**config.mk**
```make
export PLATFORM = sky130hd
export DESIGN_NAME = vcd_change_capture
export DESIGN_NICKNAME = d
export VERILOG_FILES = /design/src/rtl/vcd_change_capture.sv
export SDC_FILE = /design/constraint.sdc
export NUM_CORES = 1
export LEC_CHECK = 0
export ABC_CLOCK_PERIOD_IN_PS = 3150
export BUFFER_PORTS_ARGS = -buffer_cell sky130_fd_sc_hd__buf_2
export CORE_MARGIN = 2
export CORE_UTILIZATION = 45
export CTS_CLUSTER_SIZE = 28
export DETAILED_ROUTE_END_ITERATION = 12
export PLACE_DENSITY = 0.67
export SYNTH_ARGS = -nofsm -noshare
export SYNTH_HDL_FRONTEND = slang
export SYNTH_SLANG_ARGS = --single-unit
```
**constraint.sdc**
```tcl
create_clock -name clk -period 3.15 [get_ports clk]
set_input_delay 0.63 -clock clk [delete_from_list [all_inputs] [get_ports clk]]
set_output_delay 0.63 -clock clk [all_outputs]
set_load 0.1 [all_outputs]
```
**src/rtl/vcd_change_capture.sv**
```systemverilog
// vcd_change_capture
//   Value-change capture stage. The probe bus is sampled on every rising edge.
//   While the dump window is open, the stage emits {timestamp, value} records
//   only when the probe changes. It also emits one full snapshot on the first
//   edge after the window opens. Records pass through a small show-ahead FIFO
//   and are drained by a downstream trace writer over a valid/ready handshake.
//
// Ports
//   clk        in   system clock, all state on rising edge
//   rst        in   asynchronous active-high reset
//   probe      in   observed bus, sampled every edge
//   dump_on    in   pulse: open window (ignored when already open)
//   dump_off   in   pulse: close window (wins over dump_on)
//   rec_valid  out  FIFO head holds a record
//   rec_ready  in   consumer takes head record this cycle
//   rec_time   out  timestamp of head record (0 when empty)
//   rec_data   out  probe value of head record (0 when empty)
//   capturing  out  window open
//   overflow   out  sticky: a record was dropped on a full FIFO
//   level      out  FIFO occupancy 0..DEPTH
module vcd_change_capture #(
  parameter int DW       = 8,
  parameter int TSW      = 16,
  parameter int DEPTH    = 8,
  parameter int START_ON = 1
) (
  input  logic                       clk,
  input  logic                       rst,
  input  logic [DW-1:0]              probe,
  input  logic                       dump_on,
  input  logic                       dump_off,
  output logic                       rec_valid,
  input  logic                       rec_ready,
  output logic [TSW-1:0]             rec_time,
  output logic [DW-1:0]              rec_data,
  output logic                       capturing,
  output logic                       overflow,
  output logic [$clog2(DEPTH):0]     level
);

  localparam int AW = $clog2(DEPTH);
  localparam int LW = AW + 1;

  typedef enum logic [1:0] {S_OFF, S_SNAP, S_ON} state_t;

  state_t          r_state;
  logic [TSW-1:0]  r_ts;
  logic [DW-1:0]   r_last;
  logic [AW-1:0]   r_wr;
  logic [AW-1:0]   r_rd;
  logic [LW-1:0]   r_level;
  logic            r_overflow;
  logic [TSW-1:0]  r_rec_time;
  logic [DW-1:0]   r_rec_data;
  logic [TSW-1:0]  r_mem_time [DEPTH];
  logic [DW-1:0]   r_mem_data [DEPTH];

  logic            w_push_try;
  logic            w_pop;
  logic            w_full;
  logic            w_push;
  logic [AW-1:0]   w_rd_next;
  logic [LW-1:0]   w_level_next;
  logic [LW-1:0]   w_remain;

  // A push is attempted on a snapshot edge or a changed value while ON.
  // dump_off on the same edge suppresses it.
  assign w_push_try   = !dump_off &&
                        ((r_state == S_SNAP) ||
                         ((r_state == S_ON) && (probe != r_last)));
  assign w_pop        = (r_level != '0) && rec_ready;
  assign w_full       = (r_level == LW'(DEPTH));
  // A full FIFO still accepts a push when a slot frees up on the same edge.
  assign w_push       = w_push_try && (!w_full || w_pop);
  assign w_rd_next    = r_rd + AW'(w_pop);
  assign w_level_next = r_level + LW'(w_push) - LW'(w_pop);
  // Entries that stay in the FIFO after this edge's pop. Zero means the
  // record being pushed becomes the new head.
  assign w_remain     = r_level - LW'(w_pop);

  always_ff @(posedge clk or posedge rst) begin
    if (rst) begin
      r_state    <= (START_ON != 0) ? S_SNAP : S_OFF;
      r_ts       <= '0;
      r_last     <= '0;
      r_wr       <= '0;
      r_rd       <= '0;
      r_level    <= '0;
      r_overflow <= 1'b0;
      r_rec_time <= '0;
      r_rec_data <= '0;
    end else begin
      r_ts <= r_ts + TSW'(1);

      case (r_state)
        S_OFF:   if (dump_on && !dump_off) r_state <= S_SNAP;
        S_SNAP:  r_state <= dump_off ? S_OFF : S_ON;
        S_ON:    if (dump_off) r_state <= S_OFF;
        default: r_state <= S_OFF;
      endcase

      // last tracks every attempted push, so a dropped value is not re-emitted.
      if (w_push_try) r_last <= probe;
      if (w_push_try && !w_push) r_overflow <= 1'b1;

      if (w_push) r_wr <= r_wr + AW'(1);
      r_rd    <= w_rd_next;
      r_level <= w_level_next;

      // The registered head follows the next occupant of the read slot.
      // An empty FIFO shows zeros.
      if (w_level_next == '0) begin
        r_rec_time <= '0;
        r_rec_data <= '0;
      end else if (w_remain == '0) begin
        r_rec_time <= r_ts;
        r_rec_data <= probe;
      end else begin
        r_rec_time <= r_mem_time[w_rd_next];
        r_rec_data <= r_mem_data[w_rd_next];
      end
    end
  end

  always_ff @(posedge clk) begin
    if (w_push) begin
      r_mem_time[r_wr] <= r_ts;
      r_mem_data[r_wr] <= probe;
    end
  end

  assign rec_valid = (r_level != '0);
  assign rec_time  = r_rec_time;
  assign rec_data  = r_rec_data;
  assign capturing = (r_state != S_OFF);
  assign overflow  = r_overflow;
  assign level     = r_level;

endmodule

```
==> metrics.csv, run 1 <==
stage;metric;value;unit
run_status;status;finished, final reports clean;
logic_synthesis;top_reg_cell synth;edfxtp_1;
floorplanning;Starting Density;45.8;%
worst_setup_path;Worst Path Max Fanout;13;
place;gpl congestion;0.772;
sta;Worst Skew;0.0169;ns
routing;WL/cell;19.2;microns
sta;hold_ws;0.335;ns
cts;CTS Root Cell;clkbuf_16;
place;dpl cells;1077;
routing;residual DRC count;0;
floorplanning;die extent in y;153;microns
logic_synthesis;number of synthesized register bits;253;
cts;Skew-Pair Late Insertion Delay;0.52;ns
logic_synthesis;Area contributors post-synth;edfxtp_1 (58%), dfrtp_1 (15%), nand2_1 (7.4%);
layout;layout cells sized above 1;22.5;%
cts;CTS Hold Buffers Added;0;
logic_synthesis;number of flops mapped to enable cells by yosys;192;
floorplanning;Die Wd;153;microns
logic_synthesis;Synth Cell Area;9990;sq um
cts;Clock Pin Slew Worst Setup and Hold Paths;0.06;ns
global_route;vias in the first global route;5946;
routing;Post-DRT Antenna Nets;0;
logic_synthesis;sequential share of the synthesized area;73.0;%
place;Port Buffers;43;
global_route;initial antenna violation count;0;
routing;top sig layer;met4;
logic_synthesis;Unique masters post-synth;44;
layout;# nets final;855;
sta;slew margin rel.;43.6;%
routing;DRT Pass-1 Iters;5;
logic_synthesis;area leader, netlist;edfxtp_1;
layout;area grow syn2layout;19.0;%
worst_setup_path;critical path endpoint category;register;
place;HPWL Detailed;12.3;mm
worst_setup_path;Arr. time, crit path;3.54;ns
sta;Slew @ Worst Pin;0.846;ns
cts;Num CTS Buffers;26;
cts;clock sinks;253;
global_route;global route overflow;0;
routing;WL met1;9.41;mm
worst_setup_path;CP Class;register to register;
sta;max-slew violation count;0;
routing;Routed WL;21.7;mm
layout;post-route cell area;11900;sq um
global_route;pin count of the biggest net entering global routing;62;
layout;n_diodes;0;
floorplanning;Placeable Area;21800;sq um
cts;CTS tree;yes;
logic_synthesis;post-synth top area share;57.7;%
run;max_cap viols;0;
sta;setup TNS;0;ns
logic_synthesis;yosys warns;0;
worst_setup_path;Startpoint Class;register;
layout;Final Non-Filler Cells;1130;
logic_synthesis;Synth Instances;743;
cts;worst-case clock buffer depth;3;
global_route;GRT Overall Usage;18.8;%
logic_synthesis;Mapped Avg Cell Area;13.4;sq um
place;Placement Cell Area;10900;sq um
logic_synthesis;Mapped Nets;768;
min_path;Hold Path Class;primary input to register;
power;PwrDens;1120;nW/um^2
global_route;global-route wire length before repair;34.3;mm
sta;Final min period;3.14;ns
sta;Achievable Freq;319;MHz
sta;final hold violations;0;
routing;DR vias;6058;
layout;commonest non-fill, non-tap cell in the layout;nand2_1;
power;overall power;0.0133;W
routing;DR WL met2;10.8;mm
sta;final period utilization;99.6;%
worst_setup_path;critical path required time;3.56;ns
sta;unrepaired setup endpoints after global routing;true;
logic_synthesis;Post-synth ARST share;24.1;%
floorplanning;die area;23400;sq um
sta;Final Setup Violations;0;
cts;H-tree Lvls;1;
min_path;hold path cells;2;
layout;most frequent cells in the layout;nand2_1 (195), edfxtp_1 (192), nand3_1 (102);
routing;vias per inst;5.36;
worst_setup_path;R2R depth;13;
power;Pleak;4.42;nW
floorplanning;Top Ports;44;
power;IR drop worst, VDD;1.01;mV
floorplanning;Core Rows;54;
routing;met3 WL;989;microns
routing;DR iter-0 viols;416;
-- cell families after synthesis --
kind of cell | after synthesis | synth area share, %
simple gates | 362 | 16.3
flops | 253 | 73.0
buf+inv | 44 | 2.04
compound gates | 33 | 3.03
xor+xnor | 28 | 2.53
fa+ha+maj | 12 | 1.58
mux | 11 | 1.47
-- stage by stage --
step	utilization, %	setup WS, ns
floorplan	-	-0.119
global placement	50.1	-0.324
detailed placement	50.1	-0.371
CTS	54.2	0.00184
global route	54.5	-0.102
finish	54.5	0.0117
-- Yosys cell counts (2+ instances only) --
master / instances
inv_2: 2
mux4_2: 2
inv_1: 9
and3_1: 2
nand3b_1: 2
xnor2_1: 13
buf_2: 19
mux2_2: 9
nand3_1: 102
dfrtp_1: 60
nor3_1: 3
ha_1: 11
nand4_1: 26
nor2b_1: 2
clkbuf_1: 12
xor2_1: 14
o2bb2ai_1: 22
nor2_1: 17
edfxtp_1: 192
buf_6: 2
nand2_1: 196
nand2b_1: 4
-- worst max-delay path, cell delays in order (launching register included) --
cell and delay, ns:
dfrtp_1 0.40, xor2_1 0.18, nor4_2 0.37, a31oi_2 0.17, nand2b_4 0.18, nand2_4 0.08
ha_4 0.12, inv_2 0.03, fa_1 0.48, inv_2 0.04, or3_4 0.41, o21ba_4 0.26
buf_12 0.17, o2bb2ai_1 0.12
-- per-layer routing --
metal	vias to the layer above	global-route usage, %
li1	2846	-
met1	3013	26.0
met2	166	31.6
met3	33	2.50
met4	0	4.85
met5	-	0
-- worst paths after layout --
path	start	endpoint	slack, ns
setup / recovery	r_last[3]	rec_data[5]	0.01
hold / removal	dump_on	r_state[0]	0.33
setup reg to reg	r_last[3]	rec_data[5]	0.01
hold reg to reg	overflow	overflow	0.45
max in group asynchronous	rst	level[2]	2.20
min in group asynchronous	rst	r_wr[2]	0.35
-- cell type report --
| class | instances | area (sq um) |
|---|---|---|
| clock inverter | 8 | 68.8 |
| tap | 280 | 350 |
| multi-input combinational | 446 | 2660 |
| clock buffer | 40 | 785 |
| sequential | 253 | 7300 |
| timing repair buffer | 92 | 686 |
| fill | 1759 | 9940 |
| inverter | 11 | 41.3 |
-- registers in the layout (all words and copies together), names as in the netlist --
name        flops
r_mem_time    128
overflow        1
level           4
r_rd            3
rec_time       16
r_mem_data     64
r_last          8
rec_data        8
r_wr            3
r_ts           16
r_state         2
-- power breakdown --
group | switching (W) | total, W | internal, W
Sequential | 0.000233 | 0.00427 | 0.00403
Combinational | 0.00414 | 0.00598 | 0.00184
Clock | 0.00122 | 0.00301 | 0.00179
Total | 0.00559 | 0.0133 | 0.00766
-- timing repair --
action,CTS,global route
cloned,0,0
setup endpoints to repair,20,23
pin swaps,2,2
gates resized for setup,7,4
buffers inserted,1,4
Note: power is estimated with default switching activity, not from simulation.
==> run 2, diff against run 1 <==
--- a/config.mk
+++ b/config.mk
@@ -5,13 +5,13 @@
 export SDC_FILE = /design/constraint.sdc
 export NUM_CORES = 1
 export LEC_CHECK = 0
-export ABC_CLOCK_PERIOD_IN_PS = 3150
+export ABC_CLOCK_PERIOD_IN_PS = 4000
 export BUFFER_PORTS_ARGS = -buffer_cell sky130_fd_sc_hd__buf_2
 export CORE_MARGIN = 2
 export CORE_UTILIZATION = 45
 export CTS_CLUSTER_SIZE = 28
 export DETAILED_ROUTE_END_ITERATION = 12
-export PLACE_DENSITY = 0.67
+export PLACE_DENSITY = 0.64
 export SYNTH_ARGS = -nofsm -noshare
 export SYNTH_HDL_FRONTEND = slang
 export SYNTH_SLANG_ARGS = --single-unit
==> constraint.sdc (replaced) <==
create_clock -name clk -period 4 [get_ports clk]
set_input_delay 0.8 -clock clk [delete_from_list [all_inputs] [get_ports clk]]
set_output_delay 0.8 -clock clk [all_outputs]
set_load 0.1 [all_outputs]
==> metrics.csv, run 2 (same netlist as run 1, synthesis figures left out) <==
stage;metric;value;unit;change
worst_setup_path;Arr. time, crit path;3.74;ns;+0.20 ns
layout;Fillers;1835;;+4.3%
routing;DR vias;6065;;+0.12%
cts;CTS Hold Buffers Added;0;;unchanged
power;IR drop worst, VDD;0.546;mV;-46%
power;overall power;0.00999;W;-25%
run_status;status;finished, final reports clean;;
layout;multi-input combinational cell area;2540;sq um;-4.3%
global_route;pin count of the biggest net entering global routing;94;;+52%
layout;commonest non-fill, non-tap cell in the layout;nand2_1;;
layout;# nets final;832;;-2.7%
power;Pleak;4.24;nW;-3.9%
floorplanning;Core Rows;54;;unchanged
sta;unrepaired setup endpoints after global routing;false;;
cts;post-CTS setup buffers;0;;-1
layout;layout cells sized above 1;17.7;%;-4.8 points
global_route;global-route wire length before repair;35.2;mm;+2.7%
min_path;Hold EP;r_state[0];;
global_route;GRT Overall Usage;19.3;%;+0.56 points
routing;residual DRC count;0;;unchanged
cts;CTS tree;yes;;
cts;worst-case clock buffer depth;3;;unchanged
sta;hold_ws;0.443;ns;+0.108 ns
layout;Final Non-Filler Cells;1106;;-2.1%
routing;vias per inst;5.48;;+2.3%
routing;DR iter-0 viols;493;;+19%
cts;Skew-Pair Late Insertion Delay;0.53;ns;about the same
place;Setup WS pre-CTS;0.109;ns;+0.480 ns
layout;biggest regs;r_mem_time x128, r_mem_data x64;;
layout;most frequent cells in the layout;nand2_1 (196), edfxtp_1 (192), nand3_1 (102);;
place;gpl congestion;0.791;;+2.5%
cts;Num CTS Buffers;25;;-3.8%
floorplanning;Placeable Area;21800;sq um;unchanged
sta;Final Setup Violations;0;;unchanged
sta;fin worst setup slack;0.667;ns;+0.655 ns
place;HPWL Detailed;13.0;mm;+6.3%
floorplanning;die area;23400;sq um;unchanged
min_path;hold path cells;2;;unchanged
worst_setup_path;critical path required time;4.41;ns;+0.85 ns
floorplanning;Top Ports;44;;unchanged
min_path;Hold Path Class;primary input to register;;
power;PwrDens;867;nW/um^2;-22%
sta;Achievable Freq;300;MHz;
sta;Slew @ Worst Pin;0.947;ns;+0.102 ns
routing;Post-DRT Antenna Nets;0;;unchanged
routing;Routed WL;22.5;mm;+3.9%
cts;H-tree Lvls;1;;unchanged
place;Port Buffers;43;;unchanged
sta;final period utilization;83.3;%;
worst_setup_path;r2r setup slk;0.69;ns;+0.68 ns
cts;clock sinks;253;;unchanged
sta;max-slew violation count;0;;unchanged
global_route;initial antenna violation count;0;;unchanged
floorplanning;die extent in y;153;microns;unchanged
layout;n_diodes;0;;unchanged
sta;slew margin rel.;36.8;%;-6.9 points
routing;WL/cell;20.4;microns;+6.2%
run;max_cap viols;0;;unchanged
routing;DRT Pass-1 Iters;5;;unchanged
global_route;vias in the first global route;6045;;+1.7%
layout;max reg flops;128;;unchanged
cts;post-cts repair resize count;0;;-7
sta;final hold violations;0;;unchanged
floorplanning;Die Wd;153;microns;unchanged
layout;area grow syn2layout;15.3;%;
worst_setup_path;CP Class;primary input to register;;
layout;Top reg by flops;r_mem_time;;
worst_setup_path;Startpoint Class;primary input;;
layout;FF+latch area;7290;sq um;about the same
worst_setup_path;Worst R2R Start;level[3];;
worst_setup_path;reg-to-reg endpoint;rec_time[5];;
worst_setup_path;critical path endpoint category;register;;
global_route;global route overflow;0;;unchanged
place;dpl cells;1060;;-1.6%
cts;Clock Pin Slew Worst Setup and Hold Paths;0.06;ns;about the same
floorplanning;Starting Density;45.8;%;unchanged
worst_setup_path;R2R depth;15;;+2
sta;Worst Skew;0.0173;ns;+0.000344 ns
cts;CTS Root Cell;clkbuf_16;;
min_path;hold_sp;dump_off;;
sta;setup TNS;0;ns;unchanged
worst_setup_path;Worst Path Max Fanout;16;;+3
sta;Final min period;3.33;ns;
-- run 2: cell types whose count changed in the layout (fill, tap and decap cells not counted), sizes merged --
cell      delta
buf         -22
clkbuf      -10
clkinv       +6
bufinv       +1
clkinvlp     +1
-- run 2: worst max-delay path: stages --
cell and delay, ns:
buf_2 0.17, xor2_1 0.16, nor4_2 0.39, a31oi_2 0.18, nand2b_4 0.17, nand2_1 0.06
ha_1 0.15, inv_1 0.05, fa_1 0.48, inv_1 0.05, or3_1 0.43, o21ba_4 0.32
buf_4 0.19, o2bb2ai_1 0.13
-- run 2: cell type report --
type / count / share of cell area (%)
Sequential cell: 253 / 63.3
Multi-Input combinational cell: 446 / 22.1
Clock buffer: 30 / 5.94
Timing Repair Buffer: 70 / 4.06
Tap cell: 280 / 3.04
Clock inverter: 16 / 1.16
Inverter: 11 / 0.359
-- run 2: metrics by stage --
step | util (%) | area (sq um)
finish | 52.8 | 11500
global route | 52.8 | 11500
CTS | 52.8 | 11500
detailed placement | 49.0 | 10700
global placement | 49.0 | 10700
floorplan | - | 10000
-- run 2: per-layer routing --
layer | global-route usage, % | wire length (microns) | up-vias
met4 | 4.01 | 359 | 0
met3 | 2.41 | 1020 | 30
met1 | 27.2 | 9950 | 3061
li1 | - | - | 2797
met2 | 32.7 | 11200 | 177
met5 | 0 | 0 | -
-- run 2: worst max-delay path by stage --
stage | startpoint | to | slack, ns | cells after the start
global placement | probe[2] | rec_time[13] | 0.16 | 13
CTS | probe[2] | rec_time[5] | 0.67 | 14
finish | probe[2] | rec_time[5] | 0.67 | 14
detailed placement | probe[2] | rec_time[5] | 0.11 | 14
floorplan | level[2] | rec_time[13] | 0.30 | 12
global route | level[3] | rec_time[5] | 0.46 | 15
-- run 2: where the power goes --
group / internal (W) / leakage (nW) / switching, W
Clock: 0.00135 / 0.405 / 0.000959
Combinational: 0.00116 / 1.46 / 0.00316
Sequential: 0.00317 / 2.38 / 0.000184
Total: 0.00568 / 4.24 / 0.00431
